$ cat config.mk
export PLATFORM = sky130hd
export DESIGN_NAME = mem_access_unit
export DESIGN_NICKNAME = d
export VERILOG_FILES = /design/src/rtl/mem_access_unit_pkg.sv /design/src/rtl/mem_lane_fmt.sv /design/src/rtl/mem_access_unit.sv
export SDC_FILE = /design/constraint.sdc
export NUM_CORES = 1
export LEC_CHECK = 0
export CAP_MARGIN = 20
export CORE_UTILIZATION = 45
export DETAILED_ROUTE_END_ITERATION = 7
export GPL_TIMING_DRIVEN = 0
export HOLD_SLACK_MARGIN = 0.05
export PLACE_DENSITY = 0.82
export SLEW_MARGIN = 20
export SYNTH_ARGS = -nofsm -noshare
export SYNTH_HDL_FRONTEND = slang
export SYNTH_SLANG_ARGS = --single-unit
$ cat constraint.sdc
create_clock -name clk -period 1.96 [get_ports clk]
set_input_delay 0.392 -clock clk [delete_from_list [all_inputs] [get_ports clk]]
set_output_delay 0.392 -clock clk [all_outputs]
set_load 0.005 [all_outputs]
$ cat src/rtl/mem_access_unit_pkg.sv
// Shared definitions for the memory access unit: StrobeM size codes, FSM state type,
// default timeout and small decode helpers.
package mem_access_unit_pkg;

    localparam logic [2:0] StrobeB  = 3'b000;
    localparam logic [2:0] StrobeH  = 3'b001;
    localparam logic [2:0] StrobeW  = 3'b010;
    localparam logic [2:0] StrobeBu = 3'b100;
    localparam logic [2:0] StrobeHu = 3'b101;

    localparam int unsigned TimeoutCyclesDefault = 255;

    typedef enum logic [1:0] {
        StIdle,
        StBusy,
        StDone
    } state_e;

    function automatic logic strobe_legal(logic [2:0] strobe);
        return (strobe == StrobeB) || (strobe == StrobeH) || (strobe == StrobeW) ||
               (strobe == StrobeBu) || (strobe == StrobeHu);
    endfunction

    // Halfwords must sit on an even address, words on a 4-byte boundary.
    function automatic logic strobe_misaligned(logic [2:0] strobe, logic [1:0] addr_lo);
        return (((strobe == StrobeH) || (strobe == StrobeHu)) && addr_lo[0]) ||
               ((strobe == StrobeW) && (addr_lo != 2'b00));
    endfunction

endpackage

$ cat src/rtl/mem_lane_fmt.sv
// Combinational lane formatting: store data replication, byte enables, and load
// lane extraction with sign/zero extension.
module mem_lane_fmt
    import mem_access_unit_pkg::*;
(
    input  logic [2:0]  strobe,
    input  logic [1:0]  addr_lo,
    input  logic [31:0] wdata,
    input  logic [31:0] rdata,
    output logic [31:0] wdata_rep,
    output logic [3:0]  byte_en,
    output logic [31:0] load_data
);

    logic [7:0]  byte_sel;
    logic [15:0] half_sel;

    // Decode the access size into lane masks, replicated store data and load result.
    always_comb begin
        wdata_rep = wdata;
        byte_en   = 4'b0000;
        load_data = '0;
        byte_sel  = rdata[{addr_lo, 3'b000} +: 8];
        half_sel  = addr_lo[1] ? rdata[31:16] : rdata[15:0];
        case (strobe)
            StrobeB, StrobeBu: begin
                wdata_rep = {4{wdata[7:0]}};
                byte_en   = 4'b0001 << addr_lo;
                load_data = (strobe == StrobeB) ? {{24{byte_sel[7]}}, byte_sel}
                                                : {24'b0, byte_sel};
            end
            StrobeH, StrobeHu: begin
                wdata_rep = {2{wdata[15:0]}};
                byte_en   = addr_lo[1] ? 4'b1100 : 4'b0011;
                load_data = (strobe == StrobeH) ? {{16{half_sel[15]}}, half_sel}
                                                : {16'b0, half_sel};
            end
            StrobeW: begin
                byte_en   = 4'b1111;
                load_data = rdata;
            end
            default: begin
                wdata_rep = '0;
            end
        endcase
    end

endmodule

$ cat src/rtl/mem_access_unit.sv
// Memory access unit: turns a pipeline load/store request into a single bus
// transaction, stalling upstream until the access completes, times out or faults.
// Optional macro MEM_ACCESS_MISALIGN_TRAP_EN makes misaligned H/W accesses fault
// without touching the bus; otherwise they are issued to the enclosing word.
module mem_access_unit
    import mem_access_unit_pkg::*;
#(
    parameter int unsigned TIMEOUT_CYCLES = TimeoutCyclesDefault
) (
    input  logic        clk,
    input  logic        rst,
    input  logic        MemReadM,
    input  logic        MemWriteM,
    input  logic [2:0]  StrobeM,
    input  logic [31:0] ALUResultM,
    input  logic [31:0] WriteDataM,
    output logic        BusReq,
    output logic        BusWrite,
    output logic [31:0] BusAddr,
    output logic [31:0] BusWData,
    output logic [3:0]  BusByteEn,
    input  logic        BusReady,
    input  logic [31:0] BusRData,
    output logic [31:0] ReadDataM,
    output logic        StallM,
    output logic        FaultM
);

    localparam int unsigned CntW = $clog2(TIMEOUT_CYCLES + 1);

    state_e           state_q, state_d;
    logic [31:0]      addr_q, wdata_q, rdata_q;
    logic [2:0]       strobe_q;
    logic             write_q, fault_q;
    logic [CntW-1:0]  cnt_q, cnt_inc;

    logic             req, misaligned, bad_access;
    logic             start, done_ok, fault_set;
    logic [31:0]      fmt_wdata, fmt_load;
    logic [3:0]       fmt_be;

    assign req     = MemReadM | MemWriteM;
    assign cnt_inc = cnt_q + 1'b1;

`ifdef MEM_ACCESS_MISALIGN_TRAP_EN
    assign misaligned = strobe_misaligned(StrobeM, ALUResultM[1:0]);
`else
    assign misaligned = 1'b0;
`endif

    // Illegal sizes (and trapped misalignment) never reach the bus.
    assign bad_access = !strobe_legal(StrobeM) || misaligned;

    mem_lane_fmt u_lane_fmt (
        .strobe    (strobe_q),
        .addr_lo   (addr_q[1:0]),
        .wdata     (wdata_q),
        .rdata     (BusRData),
        .wdata_rep (fmt_wdata),
        .byte_en   (fmt_be),
        .load_data (fmt_load)
    );

    // Next-state decode; StallM is combinational so the pipeline freezes in the request cycle.
    always_comb begin
        state_d   = state_q;
        StallM    = 1'b0;
        start     = 1'b0;
        done_ok   = 1'b0;
        fault_set = 1'b0;
        case (state_q)
            StIdle: begin
                if (req) begin
                    StallM = 1'b1;
                    start  = 1'b1;
                    if (bad_access) begin
                        state_d   = StDone;
                        fault_set = 1'b1;
                    end else begin
                        state_d = StBusy;
                    end
                end
            end
            StBusy: begin
                StallM = 1'b1;
                if (BusReady) begin
                    state_d = StDone;
                    done_ok = 1'b1;
                end else if (cnt_inc == CntW'(TIMEOUT_CYCLES)) begin
                    state_d   = StDone;
                    fault_set = 1'b1;
                end
            end
            StDone: begin
                state_d = StIdle;
            end
            default: begin
                state_d = StIdle;
            end
        endcase
    end

    // State, request latches, busy-cycle counter and result registers.
    always_ff @(posedge clk) begin
        if (rst) begin
            state_q  <= StIdle;
            addr_q   <= '0;
            wdata_q  <= '0;
            strobe_q <= '0;
            write_q  <= 1'b0;
            cnt_q    <= '0;
            rdata_q  <= '0;
            fault_q  <= 1'b0;
        end else begin
            state_q <= state_d;
            fault_q <= fault_set;
            if (start) begin
                addr_q   <= ALUResultM;
                wdata_q  <= WriteDataM;
                strobe_q <= StrobeM;
                write_q  <= MemWriteM;
                cnt_q    <= '0;
            end
            if (state_q == StBusy) begin
                cnt_q <= cnt_inc;
            end
            if (done_ok) begin
                rdata_q <= write_q ? 32'h0 : fmt_load;
            end
            if (fault_set) begin
                rdata_q <= '0;
            end
        end
    end

    assign BusReq    = (state_q == StBusy);
    assign BusWrite  = write_q;
    assign BusAddr   = {addr_q[31:2], 2'b00};
    assign BusWData  = fmt_wdata;
    assign BusByteEn = BusReq ? fmt_be : 4'b0000;
    assign ReadDataM = rdata_q;
    assign FaultM    = fault_q;

endmodule

=== After elaboration in Yosys (flattened, before gate mapping) ===
Index checks and enable logic that the tools add are counted.

* Bits in registers: 111
* Input bits: 104
* Output and inout bits: 104
* Logic and storage cells: 62

* $add $sub $neg: 1
* Eq/ne operators: 12
* Shift-type cells: 2
* Muxes and demuxes: 26
* Bitwise operators: 1
* Reductions and logical operators: 12

{| class="wikitable"
|+ Operators by type and width
! operator !! number
|-
| 32-bit case mux with 3 select lines || 2
|-
| 32-bit 2-to-1 mux || 3
|-
| 32-bit by 6-bit indexed part select with 8-bit output || 1
|-
| 16-bit 2-to-1 mux || 1
|-
| 8-bit 2-to-1 mux || 2
|-
| 3-bit == test (second input constant) || 4
|-
| 4-bit case mux with 3 select lines || 1
|-
| 8-bit by 1-bit adder with 8-bit output (second input constant) || 1
|-
| 8-bit == test (second input constant) || 1
|-
| 1-bit 2-to-1 mux || 8
|-
| 2-bit 2-to-1 mux || 4
|-
| 4-bit 2-to-1 mux || 2
|-
| 3-bit by 1-bit == test with 1-bit output (second input constant) || 2
|-
| 3-bit by 2-bit == test with 1-bit output (second input constant) || 2
|-
| 3-bit logical NOT || 2
|-
| 2-bit OR reduction || 3
|-
| 1-bit logical OR || 4
|-
| 1-bit case mux with 2 select lines || 2
|-
| 2-bit case mux with 2 select lines || 1
|-
| 1-bit by 2-bit left shift with 4-bit output (first input constant) || 1
|-
| 3-bit by 1-bit inequality test with 1-bit output (second input constant) || 1
|-
| 2-bit by 1-bit == test with 1-bit output (second input constant) || 1
|-
| 2-bit logical NOT || 1
|-
| 2-bit inequality test (second input constant) || 1
|-
| 3 further kinds || 3
|}

=== Depth between registers and ports, before layout ===
* Word-level depth: 9
* Gate-level depth with buffers: 7
* Gate-level depth less buffers: 6

=== By module ===
From an unflattened synthesis, not the netlist that was laid out.

* Cells, all modules: 777
* Area total of the unflattened synthesis: 5,826.8 um^2

{| class="wikitable"
|+ Modules (own cells, without submodules)
! module !! instances !! cells an instance !! area an instance (um^2) !! sequential area each (um^2)
|-
| mem_access_unit || 1 || 593 || 4,717.0 || 2,222.1
|-
| mem_lane_fmt || 1 || 184 || 1,109.8 || 0.0
|}

=== Worst setup path before layout ===
OpenSTA, ideal clock, no wires.

* Kind: register to register
* Start: reg cnt_q[0]
* End: reg rdata_q[10] (netlist: ReadDataM[10])
* Library setup time: 0.135 ns
* Data arrival time: 1.601 ns
* Data required time: 1.825 ns
* Path slack: 0.225 ns
* Cell stages (with the launch flop): 7
* Path buffers: 1
* Period minus slack after synthesis: 1.735 ns
* Path through: dfxtp_1 -> ha_1 -> nand3_1 -> nor3_1 -> o2111a_1 -> clkbuf_1 -> a211oi_1

* Cells in the longest elaborated chain, start to end: 6

{| class="wikitable"
|+ Ends and longest elaborated chain
! item !! line !! source
|-
| from (decl) || mem_access_unit.sv:35 || <nowiki>logic [CntW-1:0] cnt_q, cnt_inc;</nowiki>
|-
| from (signal assigned) || mem_access_unit.sv:125 || <nowiki>cnt_q <= cnt_inc;</nowiki>
|-
| 8-bit by 1-bit adder with 8-bit output || mem_access_unit.sv:43 || <nowiki>assign cnt_inc = cnt_q + 1'b1;</nowiki>
|-
| 8-bit == test || mem_access_unit.sv:89 || <nowiki>end else if (cnt_inc == CntW'(TIMEOUT_CYCLES)) begin</nowiki>
|-
| 1-bit 2-to-1 mux || mem_access_unit.sv:89 ||
|-
| 1-bit 2-to-1 mux || mem_access_unit.sv:86 || <nowiki>if (BusReady) begin</nowiki>
|-
| 1-bit case mux with 2 select lines || mem_access_unit.sv:71 || <nowiki>case (state_q)</nowiki>
|-
| 2-bit OR reduction (no source line) || - ||
|-
| to (signal assigned) || mem_access_unit.sv:128 || <nowiki>rdata_q <= write_q ? 32'h0 : fmt_load;</nowiki>
|-
| to (decl) || mem_access_unit.sv:32 || <nowiki>logic [31:0] addr_q, wdata_q, rdata_q;</nowiki>
|}

Every way passes these cells.
A chain may end at the register's enable or synchronous reset.

=== Worst setup path in the final report ===
* Start: reg strobe_q[0]
* End: out BusWData[17]

* Cells in the longest elaborated chain, start to end: 3
* Elaborated cells between the ends (all ways): 8
* Those cells by class: eq/ne (4); mux (1); reduce/logical (3)

{| class="wikitable"
|+ Ends and longest elaborated chain
! item !! line !! source
|-
| from (decl) || mem_access_unit.sv:33 || <nowiki>logic [2:0] strobe_q;</nowiki>
|-
| from (signal assigned) || mem_access_unit.sv:120 || <nowiki>strobe_q <= StrobeM;</nowiki>
|-
| 3-bit == test, or another cell as far along || mem_lane_fmt.sv:25 || <nowiki>case (strobe)</nowiki>
|-
| 2-bit OR reduction || mem_lane_fmt.sv:25 ||
|-
| 32-bit case mux with 3 select lines * || mem_lane_fmt.sv:25 ||
|-
| to (decl) || mem_access_unit.sv:20 || <nowiki>output logic [31:0] BusWData,</nowiki>
|}

Every way passes the cells marked *; elsewhere a longest branch is shown, timed or not.

==> metrics.txt <==
status complete, but fails checks; failing checks DRC, setup timing; Worst-Skew Late Latency 0.37 ns; setup violation total in the final timing report 9; crit path launch type flip-flop; Hold Path Origin MemWriteM; Slew Viols, Final 0; worst r2r src state_q[1]; power per cell area 729 nW/um2; final wirelength 20300 um; Core Region 11600 um2; diode count 0; post-layout util 75.1%; post-synthesis cell area 5480 um2; Worst Hold End BusWrite; worst hold path cell count 3; largest area contributor in the netlist dfxtp_1; minimum clock period after layout 2.05 ns; commonest non-fill, non-tap cell in the layout nand2_1; maximum clock insertion buffer count 2; skew final 0.00794 ns; FILL cells 860; CP required 1.57 ns; Initial Util 47.2%; first-pass GRT wire length 29800 um; Worst R2R Setup Slack 0.05 ns; Die Ht 112 um; most frequent cells in the layout 165 x nand2_1, 164 x clkdlybuf4s50_1, 102 x dfxtp_1; CTS tree done; Sum Neg Setup Slack -0.357 ns; Syn Inst Count 702; Yosys warnings 0; Pleak 3.51 nW; Mean Syn Cell Area 7.80 um2; top cells by area, synth dfxtp_1 41%, nand2_1 12%, a21oi_1 8.3%, buf_4 4.4%, o21ai_0 3.3%; # rows 39; Worst R2R End ReadDataM[31]; Final period util 105%; gr ovfl total 0; VDD IR max 0.807 mV; dpl ws -0.768 ns; hold buffer count at CTS 0; total number of vias 6169; Setup crit end kind output port; max-cap viol count 0; Routed Antenna Nets 0; Critical Path AT 1.66 ns; post-route design area 8720 um2; antenna violations before repair 0; drt pass-1 iters 7; Post-synth EDFFs 0; H-tree levels 3; post-DR wirelength/cell 18.3 um; slew at the pin with the worst max-slew slack 0.730 ns; total track usage 30.5%; sequential-to-total area share from yosys stat 40.6%; Net count, final 1066; CTS sink cnt 111; vias in the first global route 5858; layout cells sized above 1 24.7%; Post-DP Area 7700 um2; CP Class flip-flop to output port; min-delay worst type input pin to flip-flop; DIE WIDTH 112 um; Fmax 0.488 GHz; Reg clk slew, reported paths 0.07 ns; Final Hold Viols 0; RSZ-0062 raised after global routing yes; ys flop type dfxtp_1; root buffer cell clkbuf_16; number of distinct library cells after synthesis 50; vias per cell 5.57; Synth Register Bits 111; r2r worst-path depth 7; drc violations 15; critical-path maximum fanout 8; Area Growth Syn to Fin 59.3%; Num CTS Buffers 9; Rel. slew slack 50.8%; RD Place Congestion 0.933; DIE AREA 12600 um2; Top Ports 208; Yosys top cell area share 40.6%; post-DP HPWL 13400 um; largest net degree at the start of global routing 19; Final WS setup -0.0890 ns; initial DRC count 460; Async SR Flop Fraction 0%; # port buffers 204
[cell usage after synthesis, types with 6 or more instances]
master,n
a21oi_1,91
buf_2,10
a311oi_1,6
a21boi_0,6
and3_1,17
nor2_1,24
a211oi_2,7
a211oi_1,14
buf_4,32
nand3_1,13
clkbuf_1,39
a31oi_1,6
o21ai_0,36
nand2_1,176
o2bb2ai_1,14
nand2b_1,10
and2_1,24
dfxtp_1,111
mux2i_1,10
[registers in the layout, summed over array words and instances, names as in the netlist]
name,count
FaultM,1
cnt_q,8
strobe_q,3
state_q,2
ReadDataM,32
BusWrite,1
wdata_q,32
addr_q,32
[final cells by class]
type,count,area (um2),area share (%)
Tap cell,143,179,2.05
Clock inverter,6,67.6,0.775
Timing Repair Buffer,249,2300,26.3
Buffer,81,556,6.37
Clock buffer,10,239,2.74
Sequential cell,111,2240,25.7
Multi-Input combinational cell,503,3120,35.8
Inverter,5,22.5,0.258
[worst max path at each step]
stage	startpoint	end	slack, ns	depth (start not counted)
final	strobe_q[0]	BusWData[17]	-0.09	7
after detailed placement	MemWriteM	strobe_q[0]	-0.77	7
after global placement	MemWriteM	strobe_q[0]	-0.78	7
after CTS	strobe_q[0]	BusWData[17]	-0.12	8
after floorplan	cnt_q[0]	ReadDataM[10]	0.22	6
after global routing	strobe_q[0]	BusWData[17]	-0.12	7
[cells by family (layout without fill, tap and decap cells)]
group / Yosys count / in the layout / share of synthesized area, %
buf+inv: 89 / 351 / 8.80
fa+ha+maj: 2 / 2 / 0.457
other cells: 1 / 2 / 0.0685
xor+xnor: 2 / 2 / 0.320
simple gates: 288 / 288 / 24.6
mux: 11 / 11 / 2.24
compound gates: 198 / 198 / 23.0
flops: 111 / 111 / 40.6
[worst max-delay path, cell delays in order, from the launching register on]
cell and delay (ns):
dfxtp_2 0.34, buf_8 0.14, nor3b_4 0.21, buf_6 0.13
buf_6 0.11, buf_6 0.10, a21o_1 0.12, buf_2 0.13
[metrics by stage]
stage          power, mW  instances  hold WS (ns)
2_1_floorplan       3.33        703         0.434
3_3_place_gp        4.13       1050         0.442
3_5_place_dp        4.14       1050         0.448
4_1_cts             6.20       1099         0.458
5_1_grt             6.61       1108         0.366
6_report            6.36       1108         0.370
[per-layer routing]
layer	GRT usage [%]	wire (um)	share of wire [%]	up-vias
met4	10.9	796	3.9	0
met1	34.3	7560	37	2844
met2	53.6	9710	48	358
li1	-	-	-	2902
met5	0	0	0	-
met3	10.6	2240	11	65
[power breakdown]
part | total, mW | switching, mW | internal (mW)
clock network | 1.91 | 0.881 | 1.03
logic | 1.88 | 0.901 | 0.980
registers | 2.56 | 0.142 | 2.42
[repair_timing]
item / CTS / global route
resized for setup: 245 / 69
hold endpoints to repair: 0 / 0
pin swaps: 20 / 8
setup buffers: 34 / 12
cloned: 1 / 0
endpoints found under the setup margin: 108 / 86
Note: power is estimated with default switching activity, not from simulation.
